`src/rtl/counter_pkg.sv`:
```
// Shared definitions for the up/down counter family: counting-mode encoding.
package counter_pkg;

   // Two-bit counting mode; the unused encoding 2'b11 behaves as wrap.
   typedef logic [1:0] mode_t;

   localparam mode_t MODE_WRAP    = 2'b00;
   localparam mode_t MODE_SAT     = 2'b01;
   localparam mode_t MODE_ONESHOT = 2'b10;

endpackage

```
`src/rtl/counter_updown_mod.sv`:
```
// Parametrised up/down counter with programmable limit, wrap/saturate/one-shot
// modes, cascade carry and a registered terminal-count pulse.
// Count range is 0..limit. Wider counts are built by chaining carry_out of one
// instance into carry_in of the next.
module counter_updown_mod
   import counter_pkg::*;
#(
   parameter int unsigned WIDTH       = 8,
   parameter int unsigned RESET_VALUE = 0
) (
   input  logic             clock,
   input  logic             reset,
   input  logic             enable,
   input  logic             carry_in,
   input  logic             updown,
   input  logic             load,
   input  logic             set,
   input  logic [WIDTH-1:0] data,
   input  logic [WIDTH-1:0] limit,
   input  mode_t            mode,
   output logic [WIDTH-1:0] data_out,
   output logic             carry_out,
   output logic             tc_pulse,
   output logic             done
);

   localparam logic [WIDTH-1:0] ONE       = WIDTH'(1);
   localparam logic [WIDTH-1:0] RST_COUNT = WIDTH'(RESET_VALUE);

   logic [WIDTH-1:0] count;
   logic [WIDTH-1:0] count_nxt;
   logic             tc_nxt;
   logic             done_nxt;
   logic             step;
   logic             at_term;

   // Loaded values are never allowed to exceed the current limit.
   function automatic logic [WIDTH-1:0] clamp_to_limit(input logic [WIDTH-1:0] value,
                                                       input logic [WIDTH-1:0] lim);
      return (value > lim) ? lim : value;
   endfunction

   // A completed one-shot blocks any further stepping until set/load/reset.
   assign step = enable & carry_in & ~done;

   // ">=" so that a count left above a freshly lowered limit is terminal going up.
   assign at_term = updown ? (count == '0) : (count >= limit);

   // Same-cycle carry lets the next stage step on the edge this stage wraps.
   assign carry_out = step & at_term;

   assign data_out = count;

   // Next-state selection in priority order: set > load > step > hold.
   always_comb begin
      count_nxt = count;
      tc_nxt    = 1'b0;
      done_nxt  = done;
      if (set) begin
         count_nxt = limit;
         done_nxt  = 1'b0;
      end else if (load) begin
         count_nxt = clamp_to_limit(data, limit);
         done_nxt  = 1'b0;
      end else if (step) begin
         if (!at_term) begin
            count_nxt = updown ? (count - ONE) : (count + ONE);
         end else begin
            tc_nxt = 1'b1;
            case (mode)
               MODE_SAT: begin
                  count_nxt = count;
               end
               MODE_ONESHOT: begin
                  count_nxt = count;
                  done_nxt  = 1'b1;
               end
               default: begin
                  count_nxt = updown ? limit : '0;
               end
            endcase
         end
      end
   end

   // State register; reset has priority over every other control.
   always_ff @(posedge clock) begin
      if (reset) begin
         count    <= RST_COUNT;
         tc_pulse <= 1'b0;
         done     <= 1'b0;
      end else begin
         count    <= count_nxt;
         tc_pulse <= tc_nxt;
         done     <= done_nxt;
      end
   end

endmodule

```
`config.mk`:
```
export PLATFORM = sky130hd
export DESIGN_NAME = counter_updown_mod
export DESIGN_NICKNAME = d
export VERILOG_FILES = /design/src/rtl/counter_pkg.sv /design/src/rtl/counter_updown_mod.sv
export SDC_FILE = /design/constraint.sdc
export NUM_CORES = 1
export LEC_CHECK = 0
export CORE_ASPECT_RATIO = 0.5
export CORE_UTILIZATION = 50
export DETAILED_ROUTE_END_ITERATION = 10
export MAX_ROUTING_LAYER = met4
export PLACE_DENSITY = 0.91
export SETUP_SLACK_MARGIN = 0.02
export SKIP_LAST_GASP = 1
export SYNTH_ARGS = -nofsm -noshare
export SYNTH_HDL_FRONTEND = slang
export SYNTH_SLANG_ARGS = --single-unit
export TNS_END_PERCENT = 10
```
`constraint.sdc`:
```
create_clock -name clock -period 2.5 [get_ports clock]
set_clock_uncertainty 0.1 [all_clocks]
set_input_delay 0.25 -clock clock [delete_from_list [all_inputs] [get_ports clock]]
set_output_delay 0.25 -clock clock [all_outputs]
set_load 0.01 [all_outputs]
```
### Yosys cells after proc, flatten, opt, wreduce, memory -nomap -nowiden

Index checks and enable logic that the tools add are counted.

| operators by class | value |
|---|---|
| muxes and demuxes | 10 |
| bitwise operators | 5 |
| magnitude comparators | 2 |
| equal/unequal tests | 3 |
| add/sub/neg operators | 2 |
| reductions and logical operators | 7 |

Operators by type and width:

| kind | count |
|---|---|
| 2-to-1 mux 8 bit | 8 |
| adder 8 x 1 -> 8 bit, second input constant | 1 |
| >= comparator 8 bit | 1 |
| greater-than comparator 8 bit | 1 |
| logical NOT 8 bit | 1 |
| subtractor 8 x 1 -> 8 bit, second input constant | 1 |
| inequality test 4 bit, second input constant | 1 |
| OR reduction 4 bit | 1 |
| AND 1 bit | 3 |
| AND reduction 3 bit | 1 |
| nonzero test 3 bit | 1 |
| OR reduction 3 bit | 1 |
| == test 2 x 1 -> 1 bit, second input constant | 1 |
| == test 2 bit, second input constant | 1 |
| 2-to-1 mux 1 bit | 2 |
| inverter 1 bit | 2 |
| AND reduction 2 bit | 1 |
| OR reduction 2 bit | 1 |

| word-level totals | value |
|---|---|
| logic and storage cells | 32 |
| flip-flop bits (word level) | 10 |
| output and inout bits | 11 |

### Logic depth before layout (Yosys ltp)

| logic depth | value |
|---|---|
| depth after elaboration | 7 |
| gate-level depth with buffers | 9 |
| mapped depth without buffers | 8 |

### Worst setup path before layout

No wires, ideal clock.

| timing path | value |
|---|---|
| path kind | register to register |
| start | register count[0] (netlist: data_out[0]) |
| end | register count[7] (netlist: data_out[7]) |
| clock period less this slack | 2.293 ns |
| arrival | 2.076 ns |
| setup slack | 0.207 ns |
| stages on the path, launching flop included | 9 |
| required time | 2.283 ns |
| path buffers | 0 |
| cells stage by stage | dfxtp_1 > inv_1 > ha_1 > nand2b_1 > a21oi_1 > o2111a_1 > o41a_1 > a21boi_1 > a32o_1 |

| between the ends | value |
|---|---|
| cells in the longest elaborated chain, start to end | 6 |

RTL lines:

| item | line | RTL |
|---|---|---|
| from (decl) | counter_updown_mod.sv:30 | `logic [WIDTH-1:0] count;` |
| from (signal assigned) | counter_updown_mod.sv:93 | `count <= count_nxt;` |
| adder 8 x 1 -> 8 bit (tied with other cells) | counter_updown_mod.sv:67 | `count_nxt = updown ? (count - ONE) : (count + ONE);` |
| 2-to-1 mux 8 bit / 2-to-1 mux 1 bit (equally long branches) | counter_updown_mod.sv:67, counter_updown_mod.sv:47 |  |
| 2-to-1 mux 8 bit | counter_updown_mod.sv:66 | `if (!at_term) begin` |
| 2-to-1 mux 8 bit | counter_updown_mod.sv:65 | `end else if (step) begin` |
| 2-to-1 mux 8 bit | counter_updown_mod.sv:62 | `end else if (load) begin` |
| 2-to-1 mux 8 bit | counter_updown_mod.sv:59 | `if (set) begin` |

Parallel ways exist; a longest one is shown, timed or not. The select of a mux whose other input is x is not followed.
A chain may end at the register's enable or synchronous reset.

### Worst setup path after layout

| timing path | value |
|---|---|
| start | input port limit[7] |
| end | register count[4] (netlist: data_out[4]) |

| between the ends | value |
|---|---|
| cells in the longest elaborated chain, start to end | 6 |

RTL lines:

| item | line | RTL |
|---|---|---|
| from (decl) | counter_updown_mod.sv:19 | `input logic [WIDTH-1:0] limit,` |
| >= comparator 8 bit | counter_updown_mod.sv:47 | `assign at_term = updown ? (count == '0) : (count >= limit);` |
| 2-to-1 mux 1 bit | counter_updown_mod.sv:47 |  |
| 2-to-1 mux 8 bit | counter_updown_mod.sv:66 |  |
| 2-to-1 mux 8 bit | counter_updown_mod.sv:65 |  |
| 2-to-1 mux 8 bit | counter_updown_mod.sv:62 |  |
| 2-to-1 mux 8 bit | counter_updown_mod.sv:59 |  |

Parallel ways exist; a longest one is shown, timed or not. The select of a mux whose other input is x is not followed.

==> impl_metrics.yaml <==
worst_setup_path:
  endpoint_kind: "flip-flop"
  worstPathRequired_ns: 2.53
  critPathMaxFanout: 6
  cp.arrival_ns: 2.57
  start_kind: "primary input"
  path_delay_family: "compound AO/OA/AOI/OAI gates"
  timing.critical_path.buf_inv: 3
  crit_path_max_incr_delay_ns: 0.54
  worstSetupPathType: "in2reg"
  cp_slowest_cell: "clkdlybuf4s50_1"
  path_cells: "clkdlybuf4s50_1 > inv_2 > ha_4 > o21a_1 > a21oi_4 > and2_2 > buf_4 > o31ai_1 > o2111ai_1 > a32o_1"
synth:
  async_reset_ff_share_pct: 0
  synth-seq-cells: 10
  synthCells: 183
  synthesis.nets: 232
  ys_seq_area_share_pct: 14.0
  synth-edff-count: 0
  syn_avg_cell_area_um2: 7.79
  synth.distinct_cells: 51
  ys_warn_count: 0
  ys.flop_type: "dfxtp_1"
  synth_area_um2: 1430
place:
  portBuffers: 35
  place_congestion: 1.05
  dp_hpwl_um: 4350
timing:
  hold_viol_final: 0
  worstMarginPinSlew_ns: 0.702
  rsz0062_at_grt: "yes"
  setup_viol: 3
  final.period_utilization_pct: 102
  period_needed_ns: 2.54
  slew_viol_final: 0
  fin_ws_ns: -0.0422
  whs_ns: 0.468
  tns_ns: -0.101
  fmax_mhz: 393
  slew_headroom_pct: 52.7
die:
  die_h_um: 39.8
  coreArea_um2: 2650
  io_pins: 36
  start_util_pct: 53.8
  die_x_um: 77.5
  fp-row-count: 13
  die_area_um2: 3080
cells_and_area:
  ff_latch_area_um2: 201
  multi_input_comb_area_um2: 1310
  nets: 312
  drive_above_1_share_pct: 32.6
  layout_common_cells: "buf_4 (44), clkdlybuf4s50_1 (32), ha_1 (19), o21ai_0 (12), a21oi_1 (11)"
  final_common_cell: "buf_4"
  area_delta_synth_final_pct: 64.9
  antenna_cells: 0
  fill_cells: 118
outcome:
  violations: "setup timing"
  status: "finished, violations left"
clock_tree:
  cts_sinks: 10
  cts_buffers: 3
  clk_pin_slew_ns: 0.05
  clock_latency_ns: 0.24
  clockRootBuffer: "clkbuf_8"
  clockBufferDepth: 2
  htree_levels: 1
  cts_tree: "yes"
  postCtsHoldBufs: 0
power_and_ir_drop:
  power_frac_seq_pct: 20.2
  p_total_w: 0.00105
  p_int_w: 0.000601
  power.leakage_nw: 1.02
  power.switching_w: 0.000449
  p_sw_share_pct: 42.8
  power_density_nw_per_um2: 447
  vdd_ir_drop_max_mv: 0.222
  clockPowerShare_pct: 16.8
  comb_power_share_pct: 63.1
global_route:
  overflow: 0
  first_global_vias: 1955
  gr-usage-all-layers_pct: 43.6
  grt_max_degree: 12
  antenna_found_initial: 0
  grt_pass1_wl_um: 9490
drt:
  drc: 0
  wl_um: 7510
  first_iter_violations: 498
  dr.pass1.iters: 7
  ant_nets: 0
  via_per_inst: 7.49
  avgRoutedWirePerCell_um: 25.2
  vias: 2233
flow_run:
  maxCapViolations: 0
worst_hold_path:
  holdCritPathClass: "in2reg"
## power by group through the flow
| stage | sequential, W | combinational (W) | clock [W] |
|---|---|---|---|
| 2_1_floorplan | 0.000206 | 0.000260 | 0 |
| 3_3_place_gp | 0.000205 | 0.000480 | 0 |
| 3_5_place_dp | 0.000207 | 0.000510 | 0 |
| 4_1_cts | 0.000204 | 0.000524 | 0.000169 |
| 5_1_grt | 0.000211 | 0.000695 | 0.000181 |
| 6_report | 0.000212 | 0.000662 | 0.000176 |
## worst min-delay path: stages
cell and delay (ns):
dlymetal6s2s_1 0.18, o21ai_0 0.11, a21bo_2 0.15, o31ai_1 0.07
## layout make-up
type,count,share of cell area (%)
Multi-Input combinational cell,152,55.7
Timing Repair Buffer,80,29.4
Sequential cell,10,8.57
Inverter,16,2.56
Tap cell,37,1.97
Clock buffer,3,1.76
## kinds of logic after synthesis
| kind of cell | after synthesis | synth area share, % |
|---|---|---|
| and+or+nand+nor | 49 | 18.9 |
| AOI/OAI and AO/OA | 75 | 37.5 |
| buffers and inverters | 21 | 5.53 |
| adders and majority gates | 24 | 21.6 |
| DFF | 10 | 14.0 |
| xor gates and xnor gates | 4 | 2.46 |
## state kept, by name, indices dropped and copies added (netlist names)
signal / flops
data_out: 8
done: 1
tc_pulse: 1
## synthesized netlist by cell type (all sizes together) (4+ instances only)
master | instances | area [um^2]
dfxtp | 10 | 200
nand3 | 6 | 30.0
a32o | 4 | 40.0
a211oi | 4 | 30.0
inv | 15 | 56.3
nor4 | 7 | 43.8
and2 | 4 | 25.0
nand4 | 4 | 25.0
a21oi | 14 | 70.1
ha | 23 | 288
clkbuf | 5 | 18.8
o31ai | 6 | 45.0
nor2 | 8 | 30.0
o21ai | 15 | 75.1
nand2 | 6 | 22.5
## repair_timing
action / in CTS / in global routing
buffers inserted: 0 / 6
setup endpoints to repair: 8 / 10
resized for setup: 3 / 46
pin swaps: 0 / 11
endpoints found under the hold margin: 0 / 0
## final timing paths
path / depth (start not counted) / slack [ns] / endpoint / from
worst max-delay path: 10 / -0.04 / data_out[4]$_SDFFE_PP0P_ / limit[7]
worst min-delay path: 4 / 0.47 / data_out[6]$_SDFFE_PP0P_ / limit[6]
worst max register to register: 9 / 0.07 / data_out[6]$_SDFFE_PP0P_ / data_out[0]$_SDFFE_PP0P_
worst min register to register: 1 / 0.48 / data_out[0]$_SDFFE_PP0P_ / data_out[0]$_SDFFE_PP0P_
## metal layers
layer  track usage, %  vias to the layer above  wire, um
li1                 -                      888         -
met3             17.2                      103      1150
met2             71.9                      231      3030
met4             27.4                        0       648
met1             46.2                     1011      2680
met5                -                        -         0
## per-stage QoR
step,cell area (um^2),utilization (%),cells,worst slack (ns)
after floorplan,1430,-,183,0.207
after CTS,2150,80.9,292,-0.0509
final,2350,88.6,298,-0.0422
after detailed placement,2100,79.0,289,-0.355
after global placement,2100,79.0,289,-0.207
after global routing,2350,88.6,298,-0.196
(Power assumes the default switching activity.)
